File: config.mk
export PLATFORM = sky130hd
export DESIGN_NAME = mult_hazard_scoreboard_flat
export DESIGN_NICKNAME = d
export VERILOG_FILES = /design/src/rtl/mult_hazard_scoreboard_if.sv /design/src/rtl/mult_hazard_scoreboard.sv /design/src/flat_wrapper.sv
export SDC_FILE = /design/constraint.sdc
export NUM_CORES = 1
export LEC_CHECK = 0
export ABC_CLOCK_PERIOD_IN_PS = 11130
export CORE_MARGIN = 3
export CORE_UTILIZATION = 59
export DETAILED_ROUTE_END_ITERATION = 8
export GPL_TIMING_DRIVEN = 1
export MAX_ROUTING_LAYER = met4
export PLACE_DENSITY = 0.9
export SYNTH_ARGS = -nofsm -noshare
export SYNTH_HDL_FRONTEND = slang
export SYNTH_SLANG_ARGS = --single-unit
File: constraint.sdc
create_clock -name clk -period 11.13 [get_ports clk]
set_input_delay 2.226 -clock clk [delete_from_list [all_inputs] [get_ports clk]]
set_output_delay 2.226 -clock clk [all_outputs]
set_load 0.02 [all_outputs]
File: src/rtl/mult_hazard_scoreboard_if.sv
// rtl/mult_hazard_scoreboard_if.sv - ID-stage decode fields in, stall request and status out
interface mult_hazard_scoreboard_if #(
  parameter int REG_W = 5
);
  logic             id_valid;
  logic             id_flush;
  logic [REG_W-1:0] id_rs1;
  logic [REG_W-1:0] id_rs2;
  logic             id_use_rs2;
  logic [REG_W-1:0] id_rd;
  logic             id_reg_write;
  logic             id_is_mult;
  logic             id_is_load;
  logic             stall;
  logic [1:0]       stall_cause;
  logic             pending_any;

  modport master (
    output id_valid, id_flush, id_rs1, id_rs2, id_use_rs2, id_rd,
           id_reg_write, id_is_mult, id_is_load,
    input  stall, stall_cause, pending_any
  );

  modport slave (
    input  id_valid, id_flush, id_rs1, id_rs2, id_use_rs2, id_rd,
           id_reg_write, id_is_mult, id_is_load,
    output stall, stall_cause, pending_any
  );
endinterface

File: src/rtl/mult_hazard_scoreboard.sv
// rtl/mult_hazard_scoreboard.sv - per-register countdown scoreboard raising ID stalls on RAW/WAW
module mult_hazard_scoreboard #(
  parameter int NUM_REGS = 32,
  parameter int MULT_LAT = 3,
  parameter int LOAD_LAT = 2,
  parameter int CNT_W    = 2
) (
  input logic                     clk,
  input logic                     arst_n,
  mult_hazard_scoreboard_if.slave id
);
  localparam int REG_W = $clog2(NUM_REGS);

  logic [CNT_W-1:0] cnt      [NUM_REGS];
  logic [CNT_W-1:0] cnt_next [NUM_REGS];
  logic [CNT_W-1:0] new_lat;
  logic             raw1, raw2, waw, issue, pending_next;

  // Cycles until the incoming result is forwardable; ALU results need none.
  always_comb begin
    new_lat = '0;
    if (id.id_is_mult)      new_lat = CNT_W'(MULT_LAT - 1);
    else if (id.id_is_load) new_lat = CNT_W'(LOAD_LAT - 1);
  end

  always_comb begin
    raw1 = id.id_valid && (id.id_rs1 != '0) && (cnt[id.id_rs1] != '0);
    raw2 = id.id_valid && id.id_use_rs2 && (id.id_rs2 != '0) && (cnt[id.id_rs2] != '0);
    waw  = id.id_valid && id.id_reg_write && (id.id_rd != '0) && (cnt[id.id_rd] > new_lat);
    id.stall = (raw1 || raw2 || waw) && !id.id_flush;
    issue    = id.id_valid && !id.id_flush && !id.stall;
  end

  always_comb begin
    id.stall_cause = 2'b00;
    if (id.stall) begin
      if (raw1)      id.stall_cause = 2'b01;
      else if (raw2) id.stall_cause = 2'b10;
      else           id.stall_cause = 2'b11;
    end
  end

  always_comb begin
    pending_next = 1'b0;
    for (int r = 0; r < NUM_REGS; r++) begin
      cnt_next[r] = (cnt[r] != '0) ? cnt[r] - 1'b1 : '0;
      if (issue && id.id_reg_write && (id.id_rd == REG_W'(r)))
        cnt_next[r] = new_lat;
      // x0 is never tracked, so its entry stays zero regardless of issue.
      if (r == 0)
        cnt_next[r] = '0;
      pending_next = pending_next || (cnt_next[r] != '0);
    end
  end

  always_ff @(posedge clk or negedge arst_n) begin
    if (!arst_n) begin
      for (int r = 0; r < NUM_REGS; r++) cnt[r] <= '0;
      id.pending_any <= 1'b0;
    end else begin
      for (int r = 0; r < NUM_REGS; r++) cnt[r] <= cnt_next[r];
      id.pending_any <= pending_next;
    end
  end
endmodule
File: src/flat_wrapper.sv
// flat-port wrapper written by rule: the top's interface ports become plain ports
module mult_hazard_scoreboard_flat 
#(
  parameter int NUM_REGS = 32,
  parameter int MULT_LAT = 3,
  parameter int LOAD_LAT = 2,
  parameter int CNT_W    = 2
)
  (clk, arst_n, id_id_valid, id_id_flush, id_id_rs1, id_id_rs2, id_id_use_rs2, id_id_rd, id_id_reg_write, id_id_is_mult, id_id_is_load, id_stall, id_stall_cause, id_pending_any);
  mult_hazard_scoreboard_if id_i ();
  input logic clk;
  input logic arst_n;
  input wire logic [$bits(id_i.id_valid)-1:0] id_id_valid;
  input wire logic [$bits(id_i.id_flush)-1:0] id_id_flush;
  input wire logic [$bits(id_i.id_rs1)-1:0] id_id_rs1;
  input wire logic [$bits(id_i.id_rs2)-1:0] id_id_rs2;
  input wire logic [$bits(id_i.id_use_rs2)-1:0] id_id_use_rs2;
  input wire logic [$bits(id_i.id_rd)-1:0] id_id_rd;
  input wire logic [$bits(id_i.id_reg_write)-1:0] id_id_reg_write;
  input wire logic [$bits(id_i.id_is_mult)-1:0] id_id_is_mult;
  input wire logic [$bits(id_i.id_is_load)-1:0] id_id_is_load;
  output wire logic [$bits(id_i.stall)-1:0] id_stall;
  output wire logic [$bits(id_i.stall_cause)-1:0] id_stall_cause;
  output wire logic [$bits(id_i.pending_any)-1:0] id_pending_any;
  assign id_i.id_valid = id_id_valid;
  assign id_i.id_flush = id_id_flush;
  assign id_i.id_rs1 = id_id_rs1;
  assign id_i.id_rs2 = id_id_rs2;
  assign id_i.id_use_rs2 = id_id_use_rs2;
  assign id_i.id_rd = id_id_rd;
  assign id_i.id_reg_write = id_id_reg_write;
  assign id_i.id_is_mult = id_id_is_mult;
  assign id_i.id_is_load = id_id_is_load;
  assign id_stall = id_i.stall;
  assign id_stall_cause = id_i.stall_cause;
  assign id_pending_any = id_i.pending_any;
  mult_hazard_scoreboard #(.NUM_REGS(NUM_REGS), .MULT_LAT(MULT_LAT), .LOAD_LAT(LOAD_LAT), .CNT_W(CNT_W)) u_core (.clk(clk), .arst_n(arst_n), .id(id_i));
endmodule
# Word-level counts from Yosys, hierarchy flattened
# Index checks and enable logic that the tools add are counted.
dict set report classes {
  muxes 76
  n_lt_le_gt_ge 4
  n_bitwise 3
  n_addsub 31
  eq_ne 31
  n_reduce_logical 144
}
# operator n
set ops {}
lappend ops {{$mux 2} 71}
lappend ops {{$reduce_bool 2->1} 64}
lappend ops {{$eq 5x5->1 const B} 16}
lappend ops {{$sub 2x1->2 const B} 31}
lappend ops {{$logic_and 1x1->1} 43}
lappend ops {{$eq 5x4->1 const B} 8}
lappend ops {{$logic_or 1x1->1} 32}
lappend ops {{$bmux 2 s5} 3}
lappend ops {{$eq 5x3->1 const B} 4}
lappend ops {{$ge 6x6->1 const B} 3}
lappend ops {{$not 5->6} 3}
lappend ops {{$reduce_bool 5->1} 3}
lappend ops {{$eq 5x2->1 const B} 2}
lappend ops {{$eq 5x1->1 const B} 1}
lappend ops {{$gt 2x2->1} 1}
lappend ops {{$logic_not 1->1} 2}
lappend ops {{$mux 1} 2}
dict set report totals {
  input_bits 23
  word_cells 321
  out_inout_bits 4
  reg_bits 63
}

# Longest topological paths before layout
# Gate-level depths: netlist of run 1.
dict set report depth {
  depth_word 45
  mapped_depth 19
  depth_no_buf 15
}

# Worst setup path after synthesis of run 1
# OpenSTA, ideal clock, no wires.
dict set report synth_path {
  kind {in2out}
  from {input port id_id_rd[0]}
  to {output port id_stall_cause[0]}
  arrival_time_ns 6.443
  stages 12
  t_required_ns 8.904
  setup_slack_ns 2.461
  path_buffers 4
  path_cell_list {clkbuf_1 > buf_1 > clkbuf_1 > mux4_2 > mux4_2 > mux2i_1 > ha_1 > a211oi_1 > a21boi_0 > clkbuf_1 > nor2_1 > a211oi_1}
}
dict set report synth_via {
  elab_chain_len 9
  elab_cells_between_ends 11
  classes_between {order compare (1); mux (4); bitwise (1); reduce/logical (5)}
}
# item line
set synth_lines {}
lappend synth_lines {{from (decl)} flat_wrapper.sv:18} ;# input wire logic [$bits(id_i.id_rd)-1:0] id_id_rd;
lappend synth_lines {{$not 5->6 (not written as such)} mult_hazard_scoreboard.sv:29} ;# waw = id.id_valid && id.id_reg_write && (id.id_rd != '0) && (cnt[id.id_rd] > new_lat);
lappend synth_lines {{$bmux 2 s5} mult_hazard_scoreboard.sv:29}
lappend synth_lines {{$mux 2 (not written as such) (2 in a row)} mult_hazard_scoreboard.sv:29}
lappend synth_lines {{$gt 2x2->1} mult_hazard_scoreboard.sv:29}
lappend synth_lines {{$logic_and 1x1->1 *} mult_hazard_scoreboard.sv:29}
lappend synth_lines {{$logic_or 1x1->1 *} mult_hazard_scoreboard.sv:30} ;# id.stall = (raw1 || raw2 || waw) && !id.id_flush;
lappend synth_lines {{$logic_and 1x1->1 *} mult_hazard_scoreboard.sv:30}
lappend synth_lines {{$mux 2 *} mult_hazard_scoreboard.sv:36} ;# if (id.stall) begin
lappend synth_lines {{to (decl)} flat_wrapper.sv:23} ;# output wire logic [$bits(id_i.stall_cause)-1:0] id_stall_cause;
# Mark *: on every way between the ends. The rest lies on a longest branch, timed or not. The select of a mux whose other input is x is not followed.

# Worst setup path in the final report of run 1
# Ends and elaborated chain as after synthesis.

==> impl_metrics.tcl, run 1 <==
set metrics [dict create \
    worstPathArrival_ns 7.03 \
    ctsRootBufferMaster "clkbuf_8" \
    clock_latency_ns 0.34 \
    ctsHtreeMaxLevel 3 \
    num_rows 31 \
    synth.most_common_cell "dfrtp_1" \
    end_kind "primary output" \
    tns_ns 0 \
    yosys.area_share.simple_pct 28.01 \
    powerDensity_nw_per_um2 96.77 \
    hold_depth 2 \
    yosysWarnings 0 \
    slowest_stage "clkdlybuf4s50_1" \
    die_area_um2 9038 \
    n_antenna_cell 0 \
    p_sw_share_pct 26.76 \
    area_growth_pct 10.69 \
    antenna_found_initial 0 \
    status "complete, no violations" \
    vias 4435 \
    slew_headroom_pct 30.12 \
    synthesis.nets 524 \
    overflow 0 \
    clock_path_buffers 2 \
    muxShareOfSynthArea_pct 22.51 \
    holdPathEnd "u_core.cnt[17]" \
    p_leak_uw 0.002158 \
    grt_max_degree 64 \
    min_path_type "register to register" \
    hold_slack_ns 0.6009 \
    place.port_buffers 26 \
    ant_nets 0 \
    grt_setup_unrepaired "false" \
    setup_viol 0 \
    drt_iter0_drc 585 \
    crit_type "primary input to primary output" \
    placed_cell_area_um2 4986 \
    setup_ws_ns 1.871 \
    fin_crit_sh_pct 83.19 \
    pin_count 27 \
    hold_buffers 0 \
    synth-seq-cells 63 \
    post-cts-setup-buffers 0 \
    synth-main-ff-cell "dfrtp_1" \
    drive_gt1_share_pct 13.46 \
    finalClockSkew_ns 0.01022 \
    ys_async_sr_fraction_pct 100.0 \
    ff2ff_setup_slack_ns 6.27 \
    synthCells 499 \
    nets 542 \
    reg2reg_from "u_core.cnt[7]" \
    r2r-end "u_core.id.pending_any" \
    grt_pass1_vias 4246 \
    period_needed_ns 9.259 \
    coreArea_um2 7486 \
    start_kind "primary input" \
    post-synth-top-area-cell "dfrtp_1" \
    gr-usage-all-layers_pct 36.98 \
    design_area_um2 5181 \
    synth_top_area_share_pct 33.68 \
    drt_pass1_iterations 7 \
    required_ns 8.90 \
    ys_seq_area_share_pct 33.68 \
    wl_per_cell_um 24.82 \
    cp-startpoint "id_id_rd[0]" \
    clkPwrFrac_pct 40.3 \
    switchingPower_uw 134.2 \
    yosys-top-cells-area "dfrtp_1 34%, mux4_2 13%, mux2i_1 8.6%, nor2_1 3.8%, nor3_1 3.6%" \
    cts_tree "built" \
    grt_pass1_wl_um 23780 \
    ir_worst_vdd_mv 0.08754 \
    max-cap-violations 0 \
    worstHoldStart "u_core.cnt[16]" \
    worstMarginPinSlew_ns 1.045 \
    timing.fmax_ghz 0.1080 \
    synth_common_cells "63 x dfrtp_1, 48 x nor2_1, 45 x nand2_1" \
    reg2reg_depth 13 \
    synthAdderAreaFrac_pct 0.5346 \
    hpwl_um 11340 \
    power_frac_comb_pct 13.8 \
    die_w_um 95.07 \
    path_cells "clkdlybuf4s50_1 -> buf_4 -> mux4_2 -> mux4_2 -> mux2_2 -> ha_1 -> a21oi_1 -> a211oi_1 -> a21boi_0 -> nor2_1 -> a211oi_1 -> clkdlybuf4s50_1" \
    synth_xor_area_share_pct 0 \
    post_cts_resized 0 \
    syn_area_per_cell_um2 9.380 \
    post-place-ws_ns 1.897 \
    routed_via_density 7.165 \
    postRouteWirelength_um 15360 \
    final_max_slew_viol_count 0 \
    synth-edff-count 0 \
    p_int_uw 367.2 \
    syn_area_um2 4681 \
    cts.sinks 63 \
    gp_congestion 1.027 \
    drc 0 \
    die_y_um 95.07 \
    synth_top_family_by_area "simple AND/OR/NAND/NOR gates" \
    crit_path_max_incr_delay_ns 1.10 \
    synth_compound_area_share_pct 10.93 \
    path_clk_slew_ns 0.07 \
    cts_made_buffers 9 \
    start_util_pct 62.53 \
    worst-path-max-fanout 20 \
    synth_cell_types 63 \
    finalHoldViolations 0 \
    pwr-share-seq_pct 46.0 \
]
## power groups by stage
| stage | Clock, uW | Sequential [uW] | Combinational [uW] |
|---|---|---|---|
| after global routing | 214 | 230 | 73.0 |
| after global placement | 0 | 235 | 66.4 |
| after CTS | 203 | 230 | 67.4 |
| final | 202 | 231 | 69.0 |
| after floorplan | 0 | 235 | 39.2 |
| after detailed placement | 0 | 235 | 67.2 |
## worst max-delay path: cells and delay by family
kind                       cells  cell delay [ns]
adders and majority gates      1             0.30
muxes                          3             1.26
and+or+nand+nor                1             0.17
buffers and inverters          3             2.10
AOI/OAI and AO/OA              4             0.95
## metal layers
layer / track usage (%) / share of wire (%) / routed length [um] / vias up
li1: - / - / - / 1910
met1: 49.06 / 37 / 5703 / 2143
met2: 54.40 / 46 / 7033 / 331
met3: 11.52 / 14 / 2127 / 51
met4: 11.90 / 3.2 / 497 / 0
met5: - / 0 / 0 / -
## registers in the layout, indices dropped and copies added, names as in the netlist
signal and flops:
u_core.id.pending_any 1, u_core.cnt 62
## final cells by class
cell class / instances / area (um^2)
multi-input cells: 393 / 2902
fillers: 584 / 2305
flip-flops and latches: 63 / 1577
repair buffers: 35 / 322.8
clock buffers: 11 / 151.4
well taps: 99 / 123.9
inverters: 15 / 61.31
clock inverters: 3 / 43.79
## kinds of logic (layout without fill, tap and decap cells)
kind of cell | Yosys count | count (layout)
AOI/OAI and AO/OA | 70 | 70
adders and majority gates | 2 | 2
buffers and inverters | 43 | 64
DFF | 63 | 63
muxes | 72 | 72
and+or+nand+nor | 249 | 249
## cells in the final DEF, fill, tap and decap left out, drive strengths merged, types with 3 or more instances in the layout
master and count:
a2111oi 3, a211o 3, a211oi 7, a21o 5, a21oi 3, and3 4, buf 10, clkbuf 11
clkdlybuf4s50 25, dfrtp 63, inv 15, mux2 6, mux2i 40, mux4 26, nand2 45, nand2b 26
nand3 28, nand3b 6, nand4 8, nand4b 3, nor2 48, nor2b 6, nor3 35, nor3b 5
nor4 14, o2111ai 4, o211ai 3, o21ai 22, o21bai 3, or2 4, or3 4, or4 5
## worst max path at each step
stage | cells past startpoint | endpoint | slack [ns]
detailed placement | 12 | id_stall_cause[0] | 1.90
floorplan | 12 | id_stall_cause[0] | 2.46
finish | 12 | id_stall_cause[0] | 1.87
CTS | 11 | id_stall_cause[0] | 1.88
global route | 12 | id_stall_cause[0] | 1.62
global placement | 11 | id_stall_cause[0] | 2.03
## through the flow
step	utilization, %	instances	total power, uW
6_report	69.21	619	501.4
2_1_floorplan	-	499	274.2
5_1_grt	69.21	619	517.2
3_3_place_gp	66.61	605	301.1
3_5_place_dp	66.61	605	302.0
4_1_cts	69.21	619	501.3
Power figures use the tool's default switching activity.
==> run 2, diff against run 1 <==
- ABC_CLOCK_PERIOD_IN_PS: 11130 -> 9120
- clock period: 11.13 -> 9.12 ns (I/O delays scaled with it)
==> impl_metrics.tcl, run 2 (synthesized netlist as in run 1, its figures left out) <==
set metrics [dict create \
    tns_ns 0 \
    path_delay_family "buffers and inverters" \
    clock_path_buffers 2 \
    gr-usage-all-layers_pct 37.54 \
    slowest_stage "clkdlybuf4s50_1" \
    wl_per_cell_um 25.31 \
    crit_type "primary input to primary output" \
    hpwl_um 11510 \
    gp_congestion 1.019 \
    pin_count 27 \
    hold_buffers 0 \
    mostFrequentLayoutCells "63 x dfrtp_1, 48 x nor2_1, 45 x nand2_1" \
    vias 4533 \
    postRouteWirelength_um 15720 \
    post_cts_resized 0 \
    largest-register "u_core.cnt" \
    num_rows 31 \
    required_ns 7.30 \
    max-cap-violations 0 \
    final_max_slew_viol_count 0 \
    post-cts-setup-buffers 0 \
    status "complete, no violations" \
    worstMarginPinSlew_ns 0.9406 \
    fin_crit_sh_pct 88.90 \
    p_leak_uw 0.002153 \
    routed_via_density 7.300 \
    fillers 597 \
    powerDensity_nw_per_um2 119.5 \
    cts_tree "built" \
    drive_gt1_share_pct 13.79 \
    nets 542 \
    final_cells 621 \
    ir_worst_vdd_mv 0.1127 \
    die_y_um 95.07 \
    grt_pass1_vias 4350 \
    clock_latency_ns 0.36 \
    area_growth_pct 10.72 \
    die_w_um 95.07 \
    die_area_um2 9038 \
    worst-path-buf-inv 2 \
    grt_setup_unrepaired "false" \
    antenna_found_initial 0 \
    timing.fmax_ghz 0.1233 \
    final_common_cell "dfrtp_1" \
    min_path_type "register to register" \
    largestRegisters "u_core.cnt x62, u_core.id.pending_any x1" \
    finalHoldViolations 0 \
    setup_viol 0 \
    path_cells "clkdlybuf4s50_1 -> nor2b_1 -> a22o_1 -> mux4_2 -> mux2_2 -> ha_1 -> a21oi_1 -> a211oi_1 -> a21boi_0 -> nor2_1 -> a211oi_1 -> clkdlybuf4s50_1" \
    period_needed_ns 8.108 \
    worstPathArrival_ns 6.28 \
    grt_pass1_wl_um 24180 \
    start_kind "primary input" \
    largest_reg_flops 62 \
    path_clk_slew_ns 0.08 \
    n_antenna_cell 0 \
    ctsRootBufferMaster "clkbuf_8" \
    drt_iter0_drc 499 \
    overflow 0 \
    coreArea_um2 7486 \
    worst-path-max-fanout 20 \
    drt_pass1_iterations 9 \
    place.port_buffers 26 \
    grt_max_degree 64 \
    cts_made_buffers 9 \
    start_util_pct 62.53 \
    dp_cells 605 \
    finalClockSkew_ns 0.01086 \
    ant_nets 0 \
    crit_path_max_incr_delay_ns 1.06 \
    cts.sinks 63 \
    ctsHtreeMaxLevel 3 \
    end_kind "primary output" \
    slew_headroom_pct 36.87 \
    drc 0 \
]
## run 2: layout make-up
type                            instances  area (um^2)  area share (%)
Multi-Input combinational cell        393         2902           55.99
Inverter                               15        61.31           1.183
Sequential cell                        63         1577           30.42
Timing Repair Buffer                   35        322.8           6.229
Clock buffer                            9        123.9           2.390
Tap cell                               99        123.9           2.390
Clock inverter                          7        72.57           1.400
## run 2: stage by stage
| stage | utilization, % | total power (uW) | area, um^2 | hold WS [ns] | setup slack, ns |
|---|---|---|---|---|---|
| 6_report | 69.23 | 619.4 | 5182 | 0.5755 | 1.012 |
| 5_1_grt | 69.23 | 638.2 | 5182 | 0.6243 | 0.8951 |
| 4_1_cts | 69.23 | 618.6 | 5182 | 0.5776 | 1.114 |
| 3_5_place_dp | 66.61 | 370.8 | 4986 | 0.5570 | 1.120 |
| 3_3_place_gp | 66.61 | 369.6 | 4986 | 0.5495 | 1.333 |
| 2_1_floorplan | - | 334.7 | 4681 | 0.5000 | 1.255 |
## run 2: path summary, 6_finish.rpt
kind | endpoint | slack (ns) | depth (start not counted) | from
max in group asynchronous | u_core.cnt[19] | 6.96 | 2 | arst_n
hold / removal | u_core.cnt[59] | 0.58 | 2 | u_core.cnt[58]
min in group asynchronous | u_core.cnt[54] | 1.62 | 2 | arst_n
setup / recovery | id_stall_cause[0] | 1.01 | 12 | id_id_rd[1]
setup reg to reg | u_core.id.pending_any | 4.09 | 13 | u_core.cnt[35]
hold reg to reg | u_core.cnt[59] | 0.58 | 2 | u_core.cnt[58]
## run 2: routing by layer
layer	track usage [%]	wire [um]
met5	-	0
met4	14.42	687
met3	10.26	2241
met2	55.98	7023
met1	49.02	5764
## run 2: report_power, final
group | total, uW | internal, uW | switching [uW]
Sequential | 281 | 280 | 0.969
Clock | 252 | 127 | 126
Combinational | 85.9 | 29.8 | 56.1
## run 2: worst min-delay path, delay by kind of cell, from the launching register on
family           cells  cell delay, ns
AO/OA/AOI/OAI        1            0.07
AND/OR/NAND/NOR      1            0.08
flip-flops           1            0.40
==> run 3, diff against run 2 <==
- CORE_MARGIN: 3 -> 2
- CTS_BUF_LIST: not set -> sky130_fd_sc_hd__clkbuf_4 sky130_fd_sc_hd__clkbuf_8
==> impl_metrics.tcl, run 3 (synthesized netlist as in run 1, its figures left out) <==
set metrics [dict create \
    hold_buffers 0 \
    hold_slack_ns 0.5792 \
    final_common_cell "dfrtp_1" \
    ctsRootBufferMaster "clkbuf_8" \
    slew_headroom_pct 29.83 \
    n_antenna_cell 0 \
    drt_iter0_drc 571 \
    timing.fmax_ghz 0.1229 \
    drt_pass1_iterations 6 \
    min_path_type "register to register" \
    grt_max_degree 64 \
    final_max_slew_viol_count 0 \
    nets 542 \
    fin_crit_sh_pct 89.21 \
    drc 0 \
    placed_cell_area_um2 4990 \
    worst-path-max-fanout 25 \
    tns_ns 0 \
    design_area_um2 5159 \
    num_rows 32 \
    p_int_uw 416.4 \
    die_area_um2 8662 \
    area_growth_pct 10.21 \
    power_frac_comb_pct 14.8 \
    cts.sinks 63 \
    largest-register "u_core.cnt" \
    clkPwrFrac_pct 37.4 \
    die_w_um 93.07 \
    ir_worst_vdd_mv 0.08313 \
    finalHoldViolations 0 \
    period_needed_ns 8.136 \
    p_leak_uw 0.002147 \
    ctsHtreeMaxLevel 3 \
    fillers 643 \
    grt_pass1_wl_um 24920 \
    powerDensity_nw_per_um2 114.0 \
    crit_type "primary input to primary output" \
    finalClockSkew_ns 0.008634 \
    p_sw_share_pct 29.17 \
    clock_latency_ns 0.35 \
    grt_pass1_vias 4403 \
    die_y_um 93.07 \
    grt_setup_unrepaired "false" \
    overflow 0 \
    largestRegisters "u_core.cnt x62, u_core.id.pending_any x1" \
    start_util_pct 60.89 \
    cts_tree "built" \
    status "complete, no violations" \
    wl_per_cell_um 25.67 \
    end_kind "primary output" \
    max-cap-violations 0 \
    largest_reg_flops 62 \
    antenna_found_initial 0 \
    start_kind "primary input" \
    drive_gt1_share_pct 13.79 \
    gp_congestion 1.010 \
    vias 4501 \
    post-cts-setup-buffers 0 \
    required_ns 7.30 \
    cts_made_buffers 9 \
    final-seq-area_um2 1577 \
    multiInputGateArea_um2 2902 \
    routed_via_density 7.213 \
    clock_path_buffers 2 \
    post_cts_resized 0 \
    place.port_buffers 26 \
    ant_nets 0 \
    switchingPower_uw 171.5 \
    coreArea_um2 7687 \
    worstPathArrival_ns 6.31 \
    worstMarginPinSlew_ns 1.049 \
    gr-usage-all-layers_pct 40.08 \
    hpwl_um 11570 \
    pin_count 27 \
    pwr-share-seq_pct 47.8 \
    path_clk_slew_ns 0.07 \
    postRouteWirelength_um 16020 \
    mostFrequentLayoutCells "63 x dfrtp_1, 48 x nor2_1, 45 x nand2_1" \
    setup_viol 0 \
]
==> run 3: worst max-delay path, stage by stage <==
cell,delay [ns]
clkdlybuf4s50_1,1.16
nor2b_1,0.28
a22o_1,0.31
mux4_2,0.44
mux2_2,0.27
ha_1,0.29
a211oi_1,0.38
a21boi_0,0.29
nor2_1,0.15
a211oi_1,0.25
clkdlybuf4s50_1,0.64
==> run 3: layer usage <==
| layer | up-vias | track usage (%) | routed length (um) |
|---|---|---|---|
| met1 | 2125 | 52.23 | 6215 |
| met3 | 89 | 11.20 | 1936 |
| met5 | - | - | 0 |
| met4 | 0 | 16.42 | 803 |
| li1 | 1918 | - | - |
| met2 | 369 | 59.72 | 7065 |
==> run 3: stage by stage <==
| stage | power [uW] | instances | utilization [%] | worst slack (ns) |
|---|---|---|---|---|
| after global routing | 604.7 | 624 | 67.11 | 0.6963 |
| after floorplan | 334.7 | 499 | - | 1.255 |
| after CTS | 585.1 | 624 | 67.11 | 1.049 |
| final | 587.9 | 624 | 67.11 | 0.9844 |
| after detailed placement | 370.6 | 608 | 64.91 | 1.047 |
| after global placement | 369.9 | 608 | 64.91 | 1.191 |
==> run 3: final timing paths <==
| path | slack, ns | cells past startpoint | start | end |
|---|---|---|---|---|
| setup / recovery | 0.98 | 11 | id_id_rd[1] | id_stall_cause[0] |
| hold / removal | 0.58 | 2 | u_core.cnt[50] | u_core.cnt[51] |
| setup reg to reg | 4.11 | 13 | u_core.cnt[9] | u_core.id.pending_any |
| hold reg to reg | 0.58 | 2 | u_core.cnt[50] | u_core.cnt[51] |
| max in group asynchronous | 6.93 | 2 | arst_n | u_core.cnt[40] |
| min in group asynchronous | 1.65 | 2 | arst_n | u_core.cnt[61] |
==> run 3: cell type report <==
| type | count | share of cell area, % |
|---|---|---|
| Multi-Input combinational cell | 393 | 56.25 |
| Timing Repair Buffer | 35 | 6.258 |
| Inverter | 15 | 1.188 |
| Sequential cell | 63 | 30.56 |
| Clock buffer | 12 | 2.838 |
| Clock inverter | 4 | 0.4366 |
| Tap cell | 102 | 2.474 |
==> run 3: power groups by stage <==
stage	logic, uW	registers (uW)	clock network (uW)
after global placement	83.5	286	0
after detailed placement	84.1	287	0
after CTS	84.5	281	219
final	86.9	281	220
after global routing	92.2	281	231
after floorplan	47.8	287	0
